File: src/rtl/gumnut_int_ctrl.sv
// ============================================================================
// Module   : gumnut_int_ctrl
// Brief    : Port-mapped 8-source interrupt controller for the Gumnut core.
// Revision : 1.0 - initial release
// ============================================================================
`default_nettype none

module gumnut_int_ctrl #(
    parameter int          N_SRC     = 8,
    parameter logic [7:0]  BASE_ADDR = 8'hF0
) (
    input  logic             clk,
    input  logic             rst,
    input  logic [N_SRC-1:0] src_i,
    input  logic             port_cyc_i,
    input  logic             port_stb_i,
    input  logic             port_we_i,
    input  logic [7:0]       port_adr_i,
    input  logic [7:0]       port_dat_i,
    output logic [7:0]       port_dat_o,
    output logic             port_ack_o,
    output logic             int_req_o,
    input  logic             int_ack_i
);

    localparam logic [1:0] S_IDLE    = 2'd0;
    localparam logic [1:0] S_REQ     = 2'd1;
    localparam logic [1:0] S_SERVICE = 2'd2;

    localparam logic [2:0] C_OFF_PEND = 3'd0;
    localparam logic [2:0] C_OFF_MASK = 3'd1;
    localparam logic [2:0] C_OFF_VECT = 3'd2;
    localparam logic [2:0] C_OFF_EDGE = 3'd3;
    localparam logic [2:0] C_OFF_CTRL = 3'd4;

    logic [1:0]       r_state;
    logic [N_SRC-1:0] r_pend;
    logic [N_SRC-1:0] r_mask;
    logic [N_SRC-1:0] r_edge;
    logic [N_SRC-1:0] r_src_q;
    logic             r_gie;
    logic             r_vect_valid;
    logic [2:0]       r_vect_id;
    logic             r_ack;
    logic [7:0]       r_dat;
    logic             r_int_req;

    logic [7:0]       w_off;
    logic             w_in_range;
    logic             w_acc;
    logic             w_wr;
    logic             w_rd;
    logic             w_wr_pend;
    logic             w_wr_vect;
    logic             w_eoi;
    logic             w_take_ack;
    logic [N_SRC-1:0] w_cand;
    logic [N_SRC-1:0] w_cand_onehot;
    logic [2:0]       w_cand_id;
    logic             w_cand_any;
    logic [N_SRC-1:0] w_clr;
    logic [N_SRC-1:0] w_pend_nxt;
    logic [1:0]       w_state_nxt;
    logic [7:0]       w_pend8;
    logic [7:0]       w_mask8;
    logic [7:0]       w_edge8;
    logic [7:0]       w_rdata;

    // Offset wraps modulo 256, so only BASE_ADDR..BASE_ADDR+4 decode.
    assign w_off      = port_adr_i - BASE_ADDR;
    assign w_in_range = (w_off <= 8'd4);
    assign w_acc      = port_cyc_i & port_stb_i & w_in_range & ~r_ack;
    assign w_wr       = w_acc & port_we_i;
    assign w_rd       = w_acc & ~port_we_i;
    assign w_wr_pend  = w_wr & (w_off[2:0] == C_OFF_PEND);
    assign w_wr_vect  = w_wr & (w_off[2:0] == C_OFF_VECT);
    assign w_eoi      = w_wr_vect & (r_state == S_SERVICE);
    assign w_take_ack = int_ack_i & (r_state == S_REQ);

    assign w_cand     = r_pend & r_mask;
    assign w_cand_any = |w_cand;

    // Scan from the top so the lowest-numbered candidate is the last to win.
    always_comb begin
        w_cand_id     = 3'd0;
        w_cand_onehot = '0;
        for (int i = N_SRC - 1; i >= 0; i--) begin
            if (w_cand[i]) begin
                w_cand_id        = 3'(i);
                w_cand_onehot    = '0;
                w_cand_onehot[i] = 1'b1;
            end
        end
    end

    // Edge bits: a new rising edge beats any clear; level bits track the input.
    assign w_clr      = (w_wr_pend  ? port_dat_i[N_SRC-1:0] : '0)
                      | (w_take_ack ? w_cand_onehot         : '0);
    assign w_pend_nxt = (r_edge & ((src_i & ~r_src_q) | (r_pend & ~w_clr)))
                      | (~r_edge & src_i);

    always_comb begin
        w_state_nxt = r_state;
        case (r_state)
            S_IDLE:    if (r_gie && w_cand_any) w_state_nxt = S_REQ;
            S_REQ:     if (int_ack_i)           w_state_nxt = S_SERVICE;
            S_SERVICE: if (w_eoi)               w_state_nxt = S_IDLE;
            default:                            w_state_nxt = S_IDLE;
        endcase
    end

    always_comb begin
        w_pend8              = '0;
        w_mask8              = '0;
        w_edge8              = '0;
        w_pend8[N_SRC-1:0]   = r_pend;
        w_mask8[N_SRC-1:0]   = r_mask;
        w_edge8[N_SRC-1:0]   = r_edge;
        case (w_off[2:0])
            C_OFF_PEND: w_rdata = w_pend8;
            C_OFF_MASK: w_rdata = w_mask8;
            C_OFF_VECT: w_rdata = {r_vect_valid, 4'b0000, r_vect_id};
            C_OFF_EDGE: w_rdata = w_edge8;
            C_OFF_CTRL: w_rdata = {7'b0000000, r_gie};
            default:    w_rdata = 8'h00;
        endcase
    end

    always_ff @(posedge clk) begin
        if (rst) begin
            r_state      <= S_IDLE;
            r_pend       <= '0;
            r_mask       <= '0;
            r_edge       <= '0;
            r_src_q      <= '0;
            r_gie        <= 1'b0;
            r_vect_valid <= 1'b0;
            r_vect_id    <= 3'd0;
            r_ack        <= 1'b0;
            r_dat        <= 8'h00;
            r_int_req    <= 1'b0;
        end else begin
            r_state   <= w_state_nxt;
            r_int_req <= (w_state_nxt == S_REQ);
            r_pend    <= w_pend_nxt;
            r_src_q   <= src_i;
            r_ack     <= w_acc;
            r_dat     <= w_rd ? w_rdata : 8'h00;

            if (w_wr && (w_off[2:0] == C_OFF_MASK)) r_mask <= port_dat_i[N_SRC-1:0];
            if (w_wr && (w_off[2:0] == C_OFF_EDGE)) r_edge <= port_dat_i[N_SRC-1:0];
            if (w_wr && (w_off[2:0] == C_OFF_CTRL)) r_gie  <= port_dat_i[0];

            // A spurious acknowledge leaves VECT reading 0x00.
            if (w_take_ack) begin
                r_vect_valid <= w_cand_any;
                r_vect_id    <= w_cand_any ? w_cand_id : 3'd0;
            end else if (w_eoi) begin
                r_vect_valid <= 1'b0;
            end
        end
    end

    assign port_ack_o = r_ack;
    assign port_dat_o = r_dat;
    assign int_req_o  = r_int_req;

endmodule

`default_nettype wire

File: config.mk
export PLATFORM = sky130hd
export DESIGN_NAME = gumnut_int_ctrl
export DESIGN_NICKNAME = d
export VERILOG_FILES = /design/src/rtl/gumnut_int_ctrl.sv
export SDC_FILE = /design/constraint.sdc
export NUM_CORES = 1
export LEC_CHECK = 0
export BUFFER_PORTS_ARGS = -buffer_cell sky130_fd_sc_hd__buf_4
export CAP_MARGIN = 30
export CORE_MARGIN = 1
export CORE_UTILIZATION = 44
export CTS_BUF_LIST = sky130_fd_sc_hd__clkbuf_16
export CTS_CLUSTER_DIAMETER = 50
export DETAILED_ROUTE_END_ITERATION = 6
export MAX_ROUTING_LAYER = met4
export PLACE_DENSITY = 0.75
export SYNTH_ARGS = -nofsm -noshare
export SYNTH_HDL_FRONTEND = slang
export SYNTH_SLANG_ARGS = --single-unit
File: constraint.sdc
create_clock -name clk -period 3.4 [get_ports clk]
set_input_delay 0.34 -clock clk [delete_from_list [all_inputs] [get_ports clk]]
set_output_delay 0.34 -clock clk [all_outputs]
set_load 0.005 [all_outputs]
======== Word level (Yosys, flattened, before mapping) ========
Cells that the tools add are included.
operators by class
  bitwise logic cells ..................... 23
  reductions and logical operators ........ 9
  eq/ne operators ......................... 7
  add/subtract/negate cells ............... 1
  mux-type cells .......................... 26
  $lt $le $gt $ge ......................... 1
operators with widths
  kind                                                  count
  two-way mux 8 bit                                     10
  AND 8 bit                                             5
  one-hot mux 8 bit (5 select lines)                    1
  two-way mux 3 bit                                     9
  NOT 8 bit                                             3
  OR 8 bit                                              3
  AND 1 bit                                             9
  <= comparator 8 x 3 -> 1 bit (second input constant)  1
  OR reduction 8 bit                                    1
  subtractor 8 bit (second input constant)              1
  equality test 3 x 2 -> 1 bit (second input constant)  2
  two-way mux 2 bit                                     3
  one-hot mux 2 bit (3 select lines)                    1
  equality test 2 x 1 -> 1 bit (second input constant)  2
  logical AND 1 bit                                     4
  equality test 3 x 1 -> 1 bit (second input constant)  1
  equality test 3 bit (second input constant)           1
  logical NOT 3 bit                                     1
  NOT 1 bit                                             3
  equality test 2 bit (second input constant)           1
  logical NOT 2 bit                                     1
  two-way mux 1 bit                                     2
  nonzero test 2 bit                                    1
  OR reduction 2 bit                                    1
storage, ports and cells
  logic and storage cells ................. 78
  bits in registers ....................... 49
  output and inout bits ................... 10

======== Logic depth before layout (Yosys ltp) ========
  depth in word-level cells ............... 16
  depth in mapped cells ................... 6

======== Worst setup path after synthesis ========
No wires, ideal clock.
  path kind ............................... input-to-reg
  start ................................... input port_adr_i[3]
  end ..................................... register r_edge[0]
  data required time ...................... 3.272 ns
  path buffers ............................ 1
  data arrival time ....................... 1.509 ns
  cell stages on the path ................. 5
  setup slack ............................. 1.764 ns
  cell sequence ........................... nand4bb_1 -> buf_6 -> nor4_4 -> mux2i_1 -> nor2_1
on the way
  word-level cells in the longest chain between the ends .. 6
ends and longest elaborated chain
  element                       line  RTL
  start, declared               18    input logic [7:0] port_adr_i,
  subtractor 8 bit              70    assign w_off = port_adr_i - BASE_ADDR;
  <= comparator 8 x 3 -> 1 bit  71    assign w_in_range = (w_off <= 8'd4);
  AND 1 bit (2 in a row)        72    assign w_acc = port_cyc_i & port_stb_i & w_in_range & ~r_ack;
  AND 1 bit                     73    assign w_wr = w_acc & port_we_i;
  logical AND 1 bit             151   if (w_wr && (w_off[2:0] == C_OFF_EDGE)) r_edge <= port_dat_i[N_SRC-1:0];
  end signal, assigned          151
  end, declared                 39    logic [N_SRC-1:0] r_edge;
Every way passes these cells.
A chain may end at the register's enable or synchronous reset.

======== Worst setup path after layout ========
  start ................................... register r_ack, in the netlist port_ack_o
  end ..................................... register r_edge[0]
on the way
  word-level cells in the longest chain between the ends .. 4
ends and longest elaborated chain
  element                 line  RTL
  start, declared         44    logic r_ack;
  start signal, assigned  147   r_ack <= w_acc;
  NOT 1 bit               72
  AND 1 bit               72
  AND 1 bit               73
  logical AND 1 bit       151
Every way passes these cells.

==> impl_metrics.ini <==
[status]
status = finished clean

[synthesis]
syn_area_sq_mm = 0.00221
synth_cell_types = 41
synth_area_leaders = dfxtp_1, mux2i_1, nor2_1, nand2_1, nor2b_1
synth_top_area_frac = 0.444
synthFlopType = dfxtp_1
synth_nets = 259
postSynth.asyncResetShare = 0
yosysSeqAreaShare = 0.444
yosysMostFrequentCell = dfxtp_1
yosys.area.top_type = dfxtp_1
netlist_instances = 229
synth.avg_cell_area_sq_um = 9.64
synth_edf_count = 0
synth_common_cells = dfxtp_1, nor2_1, nand2_1
synth_seq_cells = 49
synth_warnings = 0

[clock_network]
ctsHoldBuffers = 0
postCtsSetupBuffers = 0
clockRootBuffer = clkbuf_16
clk_latency_ns = 0.28
clk_pin_slew_ns = 0.06
htree_levels = 2
numCtsBuffers = 5
tritoncts = done
cts.sink_count = 49
clk_path_buf_depth = 2
cts_resized = 0

[cells_and_area]
fin_cells = 333
num-fill-cells = 442
seqCellArea_sq_um = 981
layout-drive-gt1-share = 0.211
postLayoutCellArea_sq_mm = 0.00266
syn_to_final_growth_pct = 20.4
num-nets-final = 295
multi_input_area_sq_mm = 0.00115
n_antenna_cell = 0

[detailed_routing]
drc_errors = 0
routed_wl_um = 4800
via_per_inst = 5.48
vias = 1826
antenna_left = 0
drt_iter0_drc = 121
drt_first_pass_iters = 4
wire_per_inst_um = 14.4

[sta]
finalHoldViolCount = 0
period_minus_slack_ns = 2.14
setup_violations = 0
holdWs_ns = 0.278
rsz0062_at_grt = no
fmaxAchievable_ghz = 0.467
fin_crit_sh = 0.630
maxSlewViolCount = 0
skew_ns = 0.00382
worst_slew_pin_slew_ns = 0.872
setup_tns_ns = 0
relSlewSlack = 0.415

[floorplan]
core_area_sq_mm = 0.00479
placementRows = 25
die_area_sq_mm = 0.00531
die_w_um = 72.8
io_pins = 40
die_h_um = 72.8
initial_core_util = 0.461

[global_routing]
antenna_found_initial = 0
grt_overflow = 0
grtUsageTotal = 0.206
grt_max_degree = 41
grt_pass1_vias = 1692
grt_pass1_wl_um = 8000

[placement]
dpl.cell_count = 325
post_dp_cell_area_sq_mm = 0.00252
hpwlAfterDp_um = 3230
port_buffers = 39
gp_congestion = 0.809

[hold_path]
hp-start = src_i[6]
hold_class = input port to flop
hold_path_end = r_src_q[6]$_SDFF_PP0_
whs_path_depth = 2

[worst_setup_path]
r2r_cells = 4
crit_path_start_kind = flop
crit_buf_inv = 0
rr_startpoint = port_ack_o$_SDFF_PP0_
worstSetupStartpoint = port_ack_o$_SDFF_PP0_
r2r_slack_ns = 1.26
path_class = flop to flop
cp_slowest_stage_delay_ns = 0.92
required_ns = 3.56
cp_top_family = simple AND/OR/NAND/NOR gates
slowest_stage = nor4_4
crit_chain = nand4bb_1 -> nor4_4 -> mux2i_1 -> nor2_1
worstPathArrival_ns = 2.30
crit_fanout = 8
r2r-end = r_edge[0]$_SDFFE_PP0P_
crit_path_end_kind = flop

[power_and_ir_drop]
p_leak_nw = 1.00
p_per_area_mw_per_mm2 = 428
cellInternalPower_mw = 0.888
ir_drop_mv = 0.186
switching_power_mw = 0.250
power_frac_seq = 0.520
power.total_mw = 1.14
power_frac_clock = 0.415
power_frac_comb = 0.065
switching_share = 0.219

[run]
max_cap_violations = 0
## kinds of logic after synthesis
kind of cell           synth area share
flip-flops                        0.444
buffers and inverters            0.0329
AO/OA/AOI/OAI                     0.126
multiplexers                      0.131
AND/OR/NAND/NOR                   0.266
## how the worst max path moves through the flow
stage | slack (ns) | depth (start not counted) | endpoint
floorplan | 1.76 | 5 | r_edge[0]$_SDFFE_PP0P_
global placement | 1.17 | 5 | r_edge[3]$_SDFFE_PP0P_
detailed placement | 1.12 | 5 | r_edge[2]$_SDFFE_PP0P_
CTS | 1.26 | 4 | r_edge[2]$_SDFFE_PP0P_
global route | 1.12 | 4 | r_edge[0]$_SDFFE_PP0P_
finish | 1.26 | 4 | r_edge[0]$_SDFFE_PP0P_
## per-layer routing
layer	track usage	routed length, um	vias up
met5	-	0	-
met2	0.320	2230	66
met4	0.0806	91	0
li1	-	-	902
met1	0.257	2170	849
met3	0.0525	309	9
## placed cells by master (no fill, tap or decap), drive strengths merged, types with 2 or more instances in the layout
| cell | netlist | layout |
|---|---|---|
| or2 | 2 | 2 |
| o21ai | 2 | 2 |
| nand2 | 27 | 27 |
| dfxtp | 49 | 49 |
| mux4 | 3 | 3 |
| a32o | 2 | 2 |
| buf | 1 | 39 |
| nand3 | 7 | 7 |
| a21o | 2 | 2 |
| nor3b | 2 | 2 |
| clkbuf | 9 | 5 |
| mux2i | 21 | 21 |
| nand3b | 3 | 3 |
| a21oi | 4 | 4 |
| clkinv | 0 | 2 |
| a22o | 4 | 4 |
| a22oi | 9 | 9 |
| a221oi | 3 | 3 |
| nor2b | 11 | 11 |
| and3 | 5 | 5 |
| a31oi | 4 | 4 |
| nor2 | 29 | 29 |
| nand4 | 3 | 3 |
| inv | 2 | 3 |
| o22ai | 2 | 2 |
| a211oi | 4 | 4 |
| nor4 | 5 | 5 |
| nand2b | 3 | 3 |
| and3b | 2 | 2 |
## cell type report
cell class              count  share of cell area
clock buffers               5              0.0471
clock inverters             3             0.00518
inverters                   2             0.00282
multi-input cells         168               0.434
flip-flops and latches     49               0.369
well taps                  67              0.0315
repair buffers             39               0.110
## registers in the layout (all words and copies together), names as in the netlist
register / count
r_src_q: 8
r_vect_id: 3
r_vect_valid: 1
r_mask: 8
port_ack_o: 1
r_edge: 8
port_dat_o: 8
int_req_o: 1
r_gie: 1
r_pend: 8
r_state: 2
## worst register-to-register path, cell delays in order (launching register included)
cell       delay [ns]
dfxtp_1          0.31
nand4bb_1        0.47
nor4_4           0.92
mux2i_1          0.26
nor2_1           0.06
## power groups by stage
stage	clock, mW	sequential (mW)	combinational (mW)
after floorplan	0	0.603	0.0408
after global placement	0	0.605	0.0735
after detailed placement	0	0.605	0.0743
after CTS	0.476	0.592	0.0743
after global routing	0.505	0.593	0.0809
final	0.472	0.592	0.0740
## through the flow
| step | util | worst slack, ns |
|---|---|---|
| 2_1_floorplan | - | 1.76 |
| 3_3_place_gp | 0.527 | 1.17 |
| 3_5_place_dp | 0.527 | 1.12 |
| 4_1_cts | 0.556 | 1.26 |
| 5_1_grt | 0.556 | 1.12 |
| 6_report | 0.556 | 1.26 |
No activity file was read; power rests on OpenSTA's default activity.
